### src/rtl/ml_smc_cram_seq_if.sv
// Command handshake bundle between the SMC control logic and the CRAM sequencer.
interface ml_smc_cram_seq_if;
  logic cmd_valid;
  logic cmd_rd;
  logic cmd_ready;
  logic abort;
  logic busy;
  logic done;
  logic err;

  modport master (
    output cmd_valid, cmd_rd, abort,
    input  cmd_ready, busy, done, err
  );

  modport slave (
    input  cmd_valid, cmd_rd, abort,
    output cmd_ready, busy, done, err
  );
endinterface

### src/rtl/ml_smc_cram_seq.sv
// CRAM access sequencer: expands write/read commands into smc_* phase strobes.
// Read path built only when ML_SMC_CRAM_READ_EN is defined.
module ml_smc_cram_seq #(
  parameter int PREC_CYC = 2,
  parameter int WL_CYC   = 4,
  parameter int CNT_W    = 8
) (
  input  logic smc_clk,
  input  logic por,
  ml_smc_cram_seq_if.slave cmd,
  output logic smc_write,
  output logic smc_wcram_rst,
  output logic smc_wset_prec,
  output logic smc_wset_precgnd,
  output logic smc_wwlwrt_en,
  output logic smc_wwlwrt_dis,
  output logic smc_read,
  output logic smc_rrst_pullwlen,
  output logic smc_rprec,
  output logic smc_rpull_b,
  output logic smc_rwl_en,
  output logic smc_seq_rst
);

  localparam int PREC_L = (PREC_CYC == 0) ? 1 : PREC_CYC;
  localparam int WL_L   = (WL_CYC == 0) ? 1 : WL_CYC;
  localparam logic [CNT_W-1:0] PREC_LD = CNT_W'(PREC_L - 1);
  localparam logic [CNT_W-1:0] WL_LD   = CNT_W'(WL_L - 1);
  localparam logic [CNT_W-1:0] ONE     = CNT_W'(1);

  typedef enum logic [3:0] {
    INIT, IDLE,
    W_RST, W_PREC, W_PGND, W_WLEN, W_WLDIS,
`ifdef ML_SMC_CRAM_READ_EN
    R_RST, R_PREC, R_PULL, R_WL,
`endif
    FIN
  } state_t;

  state_t           state, nxt;
  logic [CNT_W-1:0] cnt, cnt_n;
  logic             err_n;
  logic             in_seq;
  logic             nxt_w;

  always_comb begin
    nxt    = state;
    cnt_n  = cnt;
    err_n  = 1'b0;
    in_seq = 1'b0;
    unique case (state)
      INIT: begin
        if (cnt == '0) nxt = IDLE;
        else cnt_n = cnt - ONE;
      end
      IDLE: begin
        if (cmd.cmd_valid) begin
`ifdef ML_SMC_CRAM_READ_EN
          nxt = cmd.cmd_rd ? R_RST : W_RST;
`else
          if (cmd.cmd_rd) begin
            nxt   = FIN;
            err_n = 1'b1;
          end else begin
            nxt = W_RST;
          end
`endif
        end
      end
      W_RST: begin
        in_seq = 1'b1;
        nxt    = W_PREC;
        cnt_n  = PREC_LD;
      end
      W_PREC: begin
        in_seq = 1'b1;
        if (cnt == '0) nxt = W_PGND;
        else cnt_n = cnt - ONE;
      end
      W_PGND: begin
        in_seq = 1'b1;
        nxt    = W_WLEN;
        cnt_n  = WL_LD;
      end
      W_WLEN: begin
        in_seq = 1'b1;
        if (cnt == '0) nxt = W_WLDIS;
        else cnt_n = cnt - ONE;
      end
      W_WLDIS: begin
        in_seq = 1'b1;
        nxt    = FIN;
      end
`ifdef ML_SMC_CRAM_READ_EN
      R_RST: begin
        in_seq = 1'b1;
        nxt    = R_PREC;
        cnt_n  = PREC_LD;
      end
      R_PREC: begin
        in_seq = 1'b1;
        if (cnt == '0) nxt = R_PULL;
        else cnt_n = cnt - ONE;
      end
      R_PULL: begin
        in_seq = 1'b1;
        nxt    = R_WL;
        cnt_n  = WL_LD;
      end
      R_WL: begin
        in_seq = 1'b1;
        if (cnt == '0) nxt = FIN;
        else cnt_n = cnt - ONE;
      end
`endif
      FIN: nxt = IDLE;
      default: begin
        nxt   = INIT;
        cnt_n = ONE;
      end
    endcase
    // abort restarts the two-cycle INIT hold
    if (in_seq && cmd.abort) begin
      nxt   = INIT;
      cnt_n = ONE;
      err_n = 1'b1;
    end
  end

  assign nxt_w = nxt inside {W_RST, W_PREC, W_PGND, W_WLEN, W_WLDIS};

  always_ff @(posedge smc_clk or posedge por) begin
    if (por) begin
      state            <= INIT;
      cnt              <= ONE;
      cmd.cmd_ready    <= 1'b0;
      cmd.busy         <= 1'b1;
      cmd.done         <= 1'b0;
      cmd.err          <= 1'b0;
      smc_seq_rst      <= 1'b1;
      smc_write        <= 1'b0;
      smc_wcram_rst    <= 1'b0;
      smc_wset_prec    <= 1'b0;
      smc_wset_precgnd <= 1'b0;
      smc_wwlwrt_en    <= 1'b0;
      smc_wwlwrt_dis   <= 1'b0;
    end else begin
      state            <= nxt;
      cnt              <= cnt_n;
      cmd.cmd_ready    <= nxt == IDLE;
      cmd.busy         <= nxt != IDLE;
      cmd.done         <= (nxt == FIN) && !err_n;
      cmd.err          <= err_n;
      smc_seq_rst      <= nxt == INIT;
      smc_write        <= nxt_w;
      smc_wcram_rst    <= nxt == W_RST;
      smc_wset_prec    <= nxt == W_PREC;
      smc_wset_precgnd <= nxt == W_PGND;
      smc_wwlwrt_en    <= nxt == W_WLEN;
      smc_wwlwrt_dis   <= nxt == W_WLDIS;
    end
  end

`ifdef ML_SMC_CRAM_READ_EN
  always_ff @(posedge smc_clk or posedge por) begin
    if (por) begin
      smc_read          <= 1'b0;
      smc_rrst_pullwlen <= 1'b0;
      smc_rprec         <= 1'b0;
      smc_rpull_b       <= 1'b1;
      smc_rwl_en        <= 1'b0;
    end else begin
      smc_read          <= nxt inside {R_RST, R_PREC, R_PULL, R_WL};
      smc_rrst_pullwlen <= nxt == R_RST;
      smc_rprec         <= nxt == R_PREC;
      smc_rpull_b       <= nxt != R_PULL;
      smc_rwl_en        <= nxt == R_WL;
    end
  end
`else
  assign smc_read          = 1'b0;
  assign smc_rrst_pullwlen = 1'b0;
  assign smc_rprec         = 1'b0;
  assign smc_rpull_b       = 1'b1;
  assign smc_rwl_en        = 1'b0;
`endif

endmodule

### src/flat_wrapper.sv
// flat-port wrapper written by rule: the top's interface ports become plain ports
module ml_smc_cram_seq_flat 
#(
  parameter int PREC_CYC = 2,
  parameter int WL_CYC   = 4,
  parameter int CNT_W    = 8
)
  (smc_clk, por, smc_write, smc_wcram_rst, smc_wset_prec, smc_wset_precgnd, smc_wwlwrt_en, smc_wwlwrt_dis, smc_read, smc_rrst_pullwlen, smc_rprec, smc_rpull_b, smc_rwl_en, smc_seq_rst, cmd_cmd_valid, cmd_cmd_rd, cmd_abort, cmd_cmd_ready, cmd_busy, cmd_done, cmd_err);
  ml_smc_cram_seq_if cmd_i ();
  input  logic smc_clk;
  input  logic por;
  output logic smc_write;
  output logic smc_wcram_rst;
  output logic smc_wset_prec;
  output logic smc_wset_precgnd;
  output logic smc_wwlwrt_en;
  output logic smc_wwlwrt_dis;
  output logic smc_read;
  output logic smc_rrst_pullwlen;
  output logic smc_rprec;
  output logic smc_rpull_b;
  output logic smc_rwl_en;
  output logic smc_seq_rst;
  input wire logic [$bits(cmd_i.cmd_valid)-1:0] cmd_cmd_valid;
  input wire logic [$bits(cmd_i.cmd_rd)-1:0] cmd_cmd_rd;
  input wire logic [$bits(cmd_i.abort)-1:0] cmd_abort;
  output wire logic [$bits(cmd_i.cmd_ready)-1:0] cmd_cmd_ready;
  output wire logic [$bits(cmd_i.busy)-1:0] cmd_busy;
  output wire logic [$bits(cmd_i.done)-1:0] cmd_done;
  output wire logic [$bits(cmd_i.err)-1:0] cmd_err;
  assign cmd_i.cmd_valid = cmd_cmd_valid;
  assign cmd_i.cmd_rd = cmd_cmd_rd;
  assign cmd_i.abort = cmd_abort;
  assign cmd_cmd_ready = cmd_i.cmd_ready;
  assign cmd_busy = cmd_i.busy;
  assign cmd_done = cmd_i.done;
  assign cmd_err = cmd_i.err;
  ml_smc_cram_seq #(.PREC_CYC(PREC_CYC), .WL_CYC(WL_CYC), .CNT_W(CNT_W)) u_core (.smc_clk(smc_clk), .por(por), .cmd(cmd_i), .smc_write(smc_write), .smc_wcram_rst(smc_wcram_rst), .smc_wset_prec(smc_wset_prec), .smc_wset_precgnd(smc_wset_precgnd), .smc_wwlwrt_en(smc_wwlwrt_en), .smc_wwlwrt_dis(smc_wwlwrt_dis), .smc_read(smc_read), .smc_rrst_pullwlen(smc_rrst_pullwlen), .smc_rprec(smc_rprec), .smc_rpull_b(smc_rpull_b), .smc_rwl_en(smc_rwl_en), .smc_seq_rst(smc_seq_rst));
endmodule
### config.mk
export PLATFORM = sky130hd
export DESIGN_NAME = ml_smc_cram_seq_flat
export DESIGN_NICKNAME = d
export VERILOG_FILES = /design/src/rtl/ml_smc_cram_seq_if.sv /design/src/rtl/ml_smc_cram_seq.sv /design/src/flat_wrapper.sv
export SDC_FILE = /design/constraint.sdc
export NUM_CORES = 1
export LEC_CHECK = 0
export BUFFER_PORTS_ARGS = -buffer_cell sky130_fd_sc_hd__buf_2
export CORE_ASPECT_RATIO = 0.8
export CORE_MARGIN = 5
export CORE_UTILIZATION = 45
export DETAILED_ROUTE_END_ITERATION = 10
export PLACE_DENSITY = 0.72
export SYNTH_ARGS = -nofsm -noshare
export SYNTH_HDL_FRONTEND = slang
export SYNTH_SLANG_ARGS = --single-unit
export TNS_END_PERCENT = 50
### constraint.sdc
create_clock -name smc_clk -period 2.5 [get_ports smc_clk]
set_clock_uncertainty 0.2 [all_clocks]
set_input_delay 0.125 -clock smc_clk [delete_from_list [all_inputs] [get_ports smc_clk]]
set_output_delay 0.125 -clock smc_clk [all_outputs]
set_load 0.01 [all_outputs]
==> flow_metrics.py <==
metrics = {
    "setup_path": {
        "path_class": "flop to flop",
        "crit_arrival_ns": 2.43,
        "crit_required_ns": 2.52,
        "timing.rr.end": "u_core.cmd.cmd_ready",
        "r2r_setup_slack_ns": 0.09,
        "rr_worst_depth": 7,
        "startpoint_type": "flop",
        "cp-end-kind": "flop",
        "worstReg2RegStart": "u_core.cnt[1]",
        "crit_path_max_fanout": 7,
    },
    "drt": {
        "drt_wl_total_um": 2860,
        "viasPerCell": 5.78,
        "wl_met2_um": 1300,
        "vias": 1099,
        "final_antenna_net_count": 0,
        "m1WireLength_um": 1210,
        "top_layer": "met4",
        "post_drt_wl_per_cell_um": 15.0,
        "dr.first_iter.drc_count": 43,
        "drc_errors": 0,
        "firstDrtPassIters": 4,
        "dr_wl_met3_um": 258,
    },
    "logic_synthesis": {
        "synth-seq-cells": 23,
        "ys_warn_count": 0,
        "synthDistinctLibCells": 50,
        "netlist_area_sq_um": 1270,
        "synth_cells": 133,
        "synth-edff-count": 0,
        "async_flop_share_pct": 100,
        "synth.avg_cell_area_sq_um": 9.57,
        "ys_seq_area_share_pct": 45.5,
        "synthFlopType": "dfrtp_1",
    },
    "clocking": {
        "path_clk_slew_ns": 0.13,
        "clk_path_buf_depth": 2,
        "clkSinkCount": 23,
        "clk_latency_ns": 0.31,
        "cts_tree": "done",
        "cts_buffers": 3,
        "htreeDepth": 1,
        "cts_root_buf": "clkbuf_4",
    },
    "layout": {
        "nets": 159,
        "drive_gt1_share_pct": 24.3,
        "area_delta_synth_final_pct": 13.0,
        "antenna_cells": 0,
    },
    "timing": {
        "min_period_ns": 2.41,
        "maxSlewHeadroom_pct": 42.5,
        "finalCritPeriodShare_pct": 96.5,
        "finalSetupViolations": 0,
        "fin_ws_ns": 0.0878,
        "clock.fmax_mhz": 415,
        "tightest_slew_ns": 0.862,
        "grt_setup_unrepaired": "false",
        "maxSlewViolCount": 0,
        "hold_viol_final": 0,
        "tns_ns": 0,
    },
    "grt": {
        "grt_first_pass_wirelength_um": 4570,
        "antenna_found_initial": 0,
        "grt_pass1_vias": 1059,
        "grt_max_degree": 24,
        "grt-ovfl-total": 0,
        "grtUsageTotal_pct": 14.1,
    },
    "power_and_ir_drop": {
        "intPower_uw": 763,
        "power.switching_uw": 479,
        "power_frac_comb_pct": 43.2,
        "swShare_pct": 38.5,
        "p_leak_uw": 0.000662,
        "power.share.clock_pct": 13.9,
        "p_per_area_nw_per_um2": 864,
        "ir_worst_vdd_mv": 0.520,
        "p_seq_share_pct": 42.8,
    },
    "die": {
        "dieArea_sq_um": 4000,
        "io_pins": 21,
        "die_y_um": 57.6,
        "rows": 17,
        "die_w_um": 69.5,
        "start_util_pct": 46.4,
        "core_area_sq_um": 2740,
    },
    "min_path": {
        "min_to": "u_core.cmd.err",
        "min-delay-start": "cmd_cmd_rd",
        "hold_class": "input pin to flop",
        "hold_depth": 4,
    },
    "run_status": {
        "status": "finished clean",
    },
    "placed_design": {
        "portBuffers": 15,
        "hpwlAfterDp_um": 2020,
        "dpl_worst_slack_ns": 0.0395,
        "gp_congestion": 0.897,
    },
    "run": {
        "drv_cap": 0,
    },
}
-- worst max-delay path by stage --
stage,from,endpoint,cells after the start
detailed placement,u_core.cnt[1],u_core.cmd.cmd_ready,7
floorplan,u_core.cnt[1],u_core.cmd.cmd_ready,7
global route,u_core.cnt[1],u_core.cmd.cmd_ready,7
global placement,u_core.cnt[1],u_core.cmd.cmd_ready,7
CTS,u_core.cnt[1],u_core.cmd.cmd_ready,7
finish,u_core.cnt[1],u_core.cmd.cmd_ready,7
-- sequential cells by signal, summed over array words and instances, names as in the netlist --
name / cells
u_core.cmd.busy: 1
u_core.cmd.cmd_ready: 1
u_core.cmd.done: 1
u_core.cmd.err: 1
u_core.cnt: 8
u_core.smc_seq_rst: 1
u_core.smc_wcram_rst: 1
u_core.smc_write: 1
u_core.smc_wset_prec: 1
u_core.smc_wset_precgnd: 1
u_core.smc_wwlwrt_dis: 1
u_core.smc_wwlwrt_en: 1
u_core.state: 4
-- power by group through the flow --
stage / clock network [uW] / logic (uW) / registers [uW]
after floorplan: 0 / 389 / 515
after global placement: 0 / 484 / 526
after detailed placement: 0 / 500 / 534
after CTS: 182 / 506 / 526
after global routing: 204 / 600 / 545
final: 173 / 537 / 532
-- per-stage QoR --
stage | utilization [%] | instances | power [uW] | area (sq um) | hold WS, ns
after CTS | 51.8 | 190 | 1210 | 1420 | 0.0850
after detailed placement | 50.1 | 184 | 1030 | 1380 | 0.153
after global placement | 50.1 | 184 | 1010 | 1380 | 0.127
after global routing | 52.4 | 190 | 1350 | 1440 | 0.109
after floorplan | - | 137 | 905 | 1290 | -0.0753
final | 52.4 | 190 | 1240 | 1440 | 0.0957
-- what timing repair did --
item                       CTS  global route
hold endpoints to repair    21             0
buffers inserted             0             0
setup endpoints to repair    0             9
hold buffers                 2             0
resized for setup            0             6
-- cell type report --
type / instances / area (sq um)
Timing Repair Buffer: 20 / 118
Clock inverter: 1 / 5.00
Clock buffer: 3 / 22.5
Tap cell: 38 / 47.5
Fill cell: 262 / 1310
Multi-Input combinational cell: 100 / 647
Inverter: 5 / 18.8
Sequential cell: 23 / 579
-- synth_stat cells (2+ instances only) --
library cell	number	share of area, %
nand3_1	4	1.6
nand2_1	7	2.1
o211ai_1	2	1.2
nor2b_1	2	0.98
or4_4	2	1.8
dfrtp_1	20	39
a211oi_1	2	1.2
buf_4	5	3.0
and3_1	2	0.98
nor4_1	3	1.5
o21ai_0	7	2.8
conb_1	2	0.59
buf_2	3	1.2
nand2b_1	8	3.9
nand4_1	2	0.98
nand3b_1	2	1.2
nor3_1	3	1.2
o2bb2ai_1	4	2.8
dfstp_2	3	6.2
nor2_1	14	4.1
a31oi_1	3	1.5
inv_1	5	1.5
-- worst max-delay path: stages, from the launching register on --
cell and delay, ns:
dfrtp_1 0.43, inv_2 0.09, ha_4 0.14, or3b_4 0.38, or4_4 0.56, a21oi_4 0.25, nor2_1 0.08, and3_1 0.18
-- routing by layer --
metal	vias to the layer above	global-route usage, %
met1	522	17.1
met2	61	22.6
met3	10	3.35
met4	0	9.19
met5	-	0
li1	506	-
-- placed cells by master (no fill, tap or decap), types with 2 or more instances in the layout --
master / Yosys / final
dfrtp_1: 20 / 20
buf_2: 3 / 15
nor2_1: 14 / 14
nand2b_1: 8 / 8
nand2_1: 7 / 7
o21ai_0: 7 / 6
conb_1: 2 / 6
nand3_1: 4 / 4
o2bb2ai_1: 4 / 4
nor4_1: 3 / 3
a31oi_1: 3 / 3
nor3_1: 3 / 3
inv_1: 5 / 3
clkbuf_4: 0 / 3
buf_4: 5 / 3
dfstp_2: 3 / 3
nor2b_1: 2 / 2
a211oi_1: 2 / 2
or4_4: 2 / 2
o21ai_1: 1 / 2
and3_1: 2 / 2
nand4_1: 2 / 2
o211ai_1: 2 / 2
nand3b_1: 2 / 2
inv_2: 0 / 2
dlygate4sd3_1: 0 / 2
-- cell families after synthesis --
| family | share of synthesized area (%) |
|---|---|
| AOI/OAI and AO/OA | 16.7 |
| and+or+nand+nor | 28.6 |
| DFF | 45.5 |
| adders and majority gates | 1.77 |
| other | 0.590 |
| muxes | 0.787 |
| buffers and inverters | 6.00 |
Note: power is estimated with default switching activity, not from simulation.
